===== config.mk =====
export PLATFORM = sky130hd
export DESIGN_NAME = posit_decoder_param
export DESIGN_NICKNAME = d
export VERILOG_FILES = /design/src/rtl/posit_decoder_param.sv
export SDC_FILE = /design/constraint.sdc
export NUM_CORES = 1
export LEC_CHECK = 0
export BUFFER_PORTS_ARGS = -buffer_cell sky130_fd_sc_hd__buf_4
export CORE_MARGIN = 5
export CORE_UTILIZATION = 55
export CTS_CLUSTER_DIAMETER = 150
export DETAILED_ROUTE_END_ITERATION = 7
export GPL_TIMING_DRIVEN = 1
export HOLD_SLACK_MARGIN = 0.15
export PLACE_DENSITY = 0.77
export SLEW_MARGIN = 20
export SYNTH_ARGS = -nofsm -noshare
export SYNTH_HDL_FRONTEND = slang
export SYNTH_SLANG_ARGS = --single-unit

===== constraint.sdc =====
create_clock -name clk -period 9.1 [get_ports clk]
set_clock_uncertainty 0.15 [all_clocks]
set_input_delay 0.91 -clock clk [delete_from_list [all_inputs] [get_ports clk]]
set_output_delay 0.91 -clock clk [all_outputs]
set_load 0.02 [all_outputs]

===== src/rtl/posit_decoder_param.sv =====
// Parametrised posit decoder with valid/ready handshakes: unpacks an N-bit posit
// into sign, regime k, exponent and hidden-bit mantissa, one regime bit per cycle.
module posit_decoder_param #(
  parameter  int N  = 32,
  parameter  int ES = 3,
  localparam int KW = $clog2(N) + 1,
  localparam int EW = (ES == 0) ? 1 : ES
) (
  input  logic          clk,
  input  logic          rst,
  input  logic          in_valid,
  output logic          in_ready,
  input  logic [N-1:0]  posit_in,
  output logic          out_valid,
  input  logic          out_ready,
  output logic          sign,
  output logic [KW-1:0] k,
  output logic [EW-1:0] exp,
  output logic [N-1:0]  mantissa,
  output logic          zero,
  output logic          nar,
  output logic [2:0]    dbg_state_o
);

  // Handshakes: a word moves on the input side when in_valid && in_ready, and a
  // result moves on the output side when out_valid && out_ready, both at posedge.
  typedef enum logic [2:0] {
    S_IDLE, S_PREP, S_REGIME, S_EXP, S_FRAC, S_DONE
  } state_t;

  localparam logic [N-1:0]  NAR_W = {1'b1, {(N-1){1'b0}}};
  localparam logic [KW-1:0] ONE   = KW'(1);
  localparam logic [KW-1:0] LAST  = KW'(N - 1);

  state_t        state_q;
  logic [N-1:0]  word_q;
  logic [N-1:0]  sr_q;
  logic          pol_q;
  logic [KW-1:0] r_q;
  logic [KW-1:0] c_q;
  logic          out_valid_q;
  logic          sign_q;
  logic [KW-1:0] k_q;
  logic [EW-1:0] exp_q;
  logic [N-1:0]  mant_q;
  logic          zero_q;
  logic          nar_q;

  logic [N-1:0]  abs_w;
  logic          same;
  logic [KW-1:0] r_inc;
  logic [KW-1:0] r_fin;
  logic [KW-1:0] k_fin;
  logic          regime_end;
  logic [EW-1:0] exp_field;
  logic [N-1:0]  sr_after_exp;

  assign abs_w      = word_q[N-1] ? -word_q : word_q;
  assign same       = (sr_q[N-1] == pol_q);
  assign r_inc      = r_q + ONE;
  assign r_fin      = same ? r_inc : r_q;
  assign k_fin      = pol_q ? (r_fin - ONE) : (-r_fin);
  // A run that fills every non-sign bit ends without a terminator.
  assign regime_end = !same || ((c_q + ONE) == LAST);

  generate
    if (ES > 0) begin : g_exp
      assign exp_field    = sr_q[N-1 -: EW];
      assign sr_after_exp = sr_q << ES;
    end else begin : g_noexp
      assign exp_field    = '0;
      assign sr_after_exp = sr_q;
    end
  endgenerate

  always_ff @(posedge clk or posedge rst) begin
    if (rst) begin
      state_q     <= S_IDLE;
      word_q      <= '0;
      sr_q        <= '0;
      pol_q       <= 1'b0;
      r_q         <= '0;
      c_q         <= '0;
      out_valid_q <= 1'b0;
      sign_q      <= 1'b0;
      k_q         <= '0;
      exp_q       <= '0;
      mant_q      <= '0;
      zero_q      <= 1'b0;
      nar_q       <= 1'b0;
    end else begin
      case (state_q)
        S_IDLE: begin
          if (in_valid) begin
            word_q  <= posit_in;
            state_q <= S_PREP;
          end
        end
        S_PREP: begin
          if (word_q == '0) begin
            zero_q      <= 1'b1;
            nar_q       <= 1'b0;
            out_valid_q <= 1'b1;
            state_q     <= S_DONE;
          end else if (word_q == NAR_W) begin
            nar_q       <= 1'b1;
            zero_q      <= 1'b0;
            out_valid_q <= 1'b1;
            state_q     <= S_DONE;
          end else begin
            sign_q  <= word_q[N-1];
            word_q  <= abs_w;
            zero_q  <= 1'b0;
            nar_q   <= 1'b0;
            sr_q    <= abs_w << 1;
            pol_q   <= abs_w[N-2];
            r_q     <= '0;
            c_q     <= '0;
            state_q <= S_REGIME;
          end
        end
        S_REGIME: begin
          sr_q <= sr_q << 1;
          c_q  <= c_q + ONE;
          r_q  <= r_fin;
          if (regime_end) begin
            k_q     <= k_fin;
            state_q <= S_EXP;
          end
        end
        S_EXP: begin
          exp_q   <= exp_field;
          sr_q    <= sr_after_exp;
          state_q <= S_FRAC;
        end
        S_FRAC: begin
          mant_q      <= {1'b1, sr_q[N-1:1]};
          out_valid_q <= 1'b1;
          state_q     <= S_DONE;
        end
        S_DONE: begin
          if (out_ready) begin
            out_valid_q <= 1'b0;
            state_q     <= S_IDLE;
          end
        end
        default: state_q <= S_IDLE;
      endcase
    end
  end

  assign in_ready    = (state_q == S_IDLE);
  assign out_valid   = out_valid_q;
  assign sign        = sign_q;
  assign k           = k_q;
  assign exp         = exp_q;
  assign mantissa    = mant_q;
  assign zero        = zero_q;
  assign nar         = nar_q;
  assign dbg_state_o = state_q;

endmodule


### Word-level counts from Yosys, hierarchy flattened

Cells that the tools add are included.
Widths: inputs -> output; s select.

* register bits after elaboration: 125
* input port bits: 36
* output and inout port bits: 49
* logic and storage cells: 76

* add/subtract/negate cells: 5
* equality and inequality tests: 14
* mux-type cells: 27
* bitwise operators: 2
* reductions and logical operators: 15

Operators with widths (count)
* $mux 32: 6
* $pmux 32 s3: 1
* $pmux 32 s2: 1
* $eq 32x32->1 const B: 1
* $logic_not 32->1: 1
* $neg 32->32: 1
* $mux 6: 4
* $pmux 6 s2: 2
* $pmux 3 s6: 1
* $mux 3: 5
* $reduce_and 3->1: 5
* $add 6x1->6 const B: 2
* $ne 2x2->1 const B: 5
* $eq 3x2->1 const B: 2
* $eq 3x3->1 const B: 2
* $eq 6x5->1 const B: 1
* $mux 1: 6
* $neg 6->6: 1
* $reduce_bool 3->1: 2
* $sub 6x1->6 const B: 1
* $reduce_and 4->1: 1
* $reduce_bool 2->1: 2
* $eq 3x1->1 const B: 1
* $logic_not 3->1: 1
* other kinds (7): 8

### Logic depth before layout (Yosys ltp)

* depth in word-level cells: 5
* depth in mapped cells: 9
* mapped depth without buffers: 8

### Least setup slack after synthesis

OpenSTA, ideal clock, no wires.

* path type: reg2out
* from: register state_q[0], in the netlist dbg_state_o[0]
* to: output port in_ready
* arrival time: 1619 ps
* required time: 8040 ps
* path slack: 6421 ps
* cell stages (with the launch flop): 4
* path buffers: 2
* cell sequence: dfrtp_1 > clkbuf_1 > buf_2 > nor3_1

* word-level cells in the longest chain between the ends: 1

RTL lines
* start, declared: line 35 `state_t state_q;`
* start signal, assigned: line 78 `state_q <= S_IDLE;`
* start signal, assigned: line 96 `state_q <= S_PREP;`
* start signal, assigned: line 104 `state_q <= S_DONE;`
* $logic_not 3->1: line 152 `assign in_ready = (state_q == S_IDLE);`
* end, declared: line 12 `output logic in_ready,`

Every way passes these cells.

### Worst setup path after layout

Same ends and word-level chain as after synthesis.

==> run metrics <==
reg2reg start word_q[23]$_DFFE_PP0P_; GRT Util Overall 0.240; Final HPWL DP 11.5 mm; DP Worst Slack just over 6000 ps; 1st-iter DRT viols approximately 500; cts repair resizes 0; outcome completed; Syn Nets between 700 and 800; Yosys top cell area share 0.462; row cnt 40; Synth async-reset ratio 1.00; core outline area between 0.01 and 0.015 mm^2; number of diodes 0; Routed WL around 17 mm; Comb pwr share 0.453; Post-synth EDFFs 0; initial antenna violation count 0; share of cells above drive strength 1 0.238; final slew viol count 0; crit path capture type output port; Buf/Inv on CP 1; Clk pwr share 0.206; wire per inst 18.5 um; sw frac 0.426; hold_buf cts 0; Netlist cell types 54; r2r setup slk between 6000 and 7000 ps; Final setup viols 0; Boundary Pins 85; Switch Pwr around 0.0014 W; Die Width 121 um; setup_tns 0 ps; Worst Path Arrival 1960 ps; Tmin final 3020 ps; Pre-antenna DRT Iters 5; f_max between 300 and 400 MHz; first-pass GRT wire length ~28 mm; Max-Cap Viols 0; worst path required time roughly 8000 ps; total power approximately 0.0033 W; Cell Chain, Critical Path nor3_1 -> buf_4; Pwr Density 416 mW/mm^2; CTS tree built; Leakage roughly 3.4 nW; crit start category flip-flop; clock buffer depth 2; grt ovf 0; antenna-violating nets left 0; pin count of the biggest net entering global routing 80; root buf cell clkbuf_16; worst skew pair latency 420 ps; Yosys reg bits 124; Final Instance Count excl. Fillers 912; Area growth syn-to-layout 19.4%; slowest cell delay on critical path between 700 and 800 ps; CTS sink cnt about 120; CP top delay family flip-flops; CP startpoint dbg_state_o[0]$_DFFE_PP0P_; yosys warns 0; worst hold path type reg2reg; register area share after synthesis 0.462; vias in the first global route 5252; final worst-path cycle share 0.332; IO buf count 84; actual slew at the worst max-slew pin 1050 ps; DIE HEIGHT 121 um; nets around 800; routed vias 5544; Slew HR 0.300; Starting Density 0.559; worst setup margin 6080 ps; synth top area cells dfrtp_1 (46%), mux2_2 (7.2%), nand2_1 (5.5%); RSZ-0062 raised after global routing no; Cells after Synth 694; most frequent cell after synthesis dfrtp_1; die area approximately 0.015 mm^2; hold slack 327 ps; ys flop type dfrtp_1; Final Hold Viols 0; commonest cells in the netlist dfrtp_1 (124), nand2_1 (99), a21oi_1 (65); post-CTS setup buffer count 0; Crit Path Max Fanout 43; critical path class reg2out; syn_area_per_cell between 9 and 10 um^2; area of the multi-input gates 0.00340 mm^2; Worst Min Path Start mantissa[31]$_DFFE_PP0N_; via density per instance 6.08; synthesized area 0.00672 mm^2; Post-Place Cells 881; sequential share of power 0.341; maximum VDD drop between 0.15 and 0.2 mV; area leader, netlist dfrtp_1; CTS H-tree lvls 4; DRC 0; Fillers around 950; CTS Buf Count 17; clock-pin slew on the worst setup and hold paths 50 ps; GPL Wtd Cong between 0.9 and 1; sequential standard cell area 0.00310 mm^2; Int Pwr 0.00192 W; CP max stage cell dfrtp_2
cell type report:
type,instances,share of cell area
Tap cell,147,0.0229
Timing Repair Buffer,90,0.0867
Sequential cell,124,0.387
Clock inverter,8,0.0144
Multi-Input combinational cell,511,0.424
Inverter,10,0.00499
Clock buffer,22,0.0604
worst paths after layout:
| path | end | depth (start not counted) |
|---|---|---|
| max | in_ready | 2 |
| min reg2reg | mantissa[31]$_DFFE_PP0N_ | 1 |
| min | mantissa[31]$_DFFE_PP0N_ | 1 |
| max reg2reg | word_q[29]$_DFFE_PP0P_ | 7 |
| min in group asynchronous | zero$_DFFE_PP0N_ | 2 |
| max in group asynchronous | mantissa[15]$_DFFE_PP0N_ | 3 |
flip-flops by register name (all words and copies together) (netlist names):
register,count
exp,3
mantissa,32
nar,1
dbg_state_o,3
word_q,32
sr_q,31
sign,1
zero,1
pol_q,1
k,6
r_q,6
out_valid,1
c_q,6
per-layer routing:
metal	up-vias	track usage	routed length (um)
li1	2623	-	-
met5	-	0	0
met1	2684	0.356	7700
met4	0	0.0892	349
met3	29	0.0482	1050
met2	208	0.347	7740
logic make-up after synthesis:
logic type	after synthesis	synth area share
xor+xnor	49	0.0639
buf+inv	59	0.0358
compound gates	199	0.183
simple gates	187	0.133
mux	71	0.114
flops	124	0.462
fa+ha+maj	5	0.00931
placed cells by master, fill, tap and decap left out, drive strengths merged, types with 5 or more instances in the layout:
cell	instances
dfrtp	124
nand2	100
buf	90
a21oi	66
o21ai	58
mux2	43
nor2	33
mux2i	28
xnor2	27
xor2	22
clkbuf	22
o22ai	21
o31ai	18
nor3	10
inv	10
o221ai	9
o41ai	7
nand3	6
nor4	6
or3	5
ha	5
clkinv	5
nand4	5
power groups by stage:
stage / Clock [W] / Sequential (W) / Combinational (W)
finish: 0.000687 / 0.00114 / 0.00151
floorplan: 0 / 0.00109 / 0.00106
global route: 0.000720 / 0.00117 / 0.00167
detailed placement: 0 / 0.00114 / 0.00148
global placement: 0 / 0.00111 / 0.00144
CTS: 0.000694 / 0.00113 / 0.00150
through the flow:
stage	instance area [um^2]	util
after global routing	8020	0.668
final	8020	0.668
after floorplan	6720	-
after CTS	7990	0.665
after detailed placement	7390	0.615
after global placement	7390	0.615
Power figures use the tool's default switching activity.
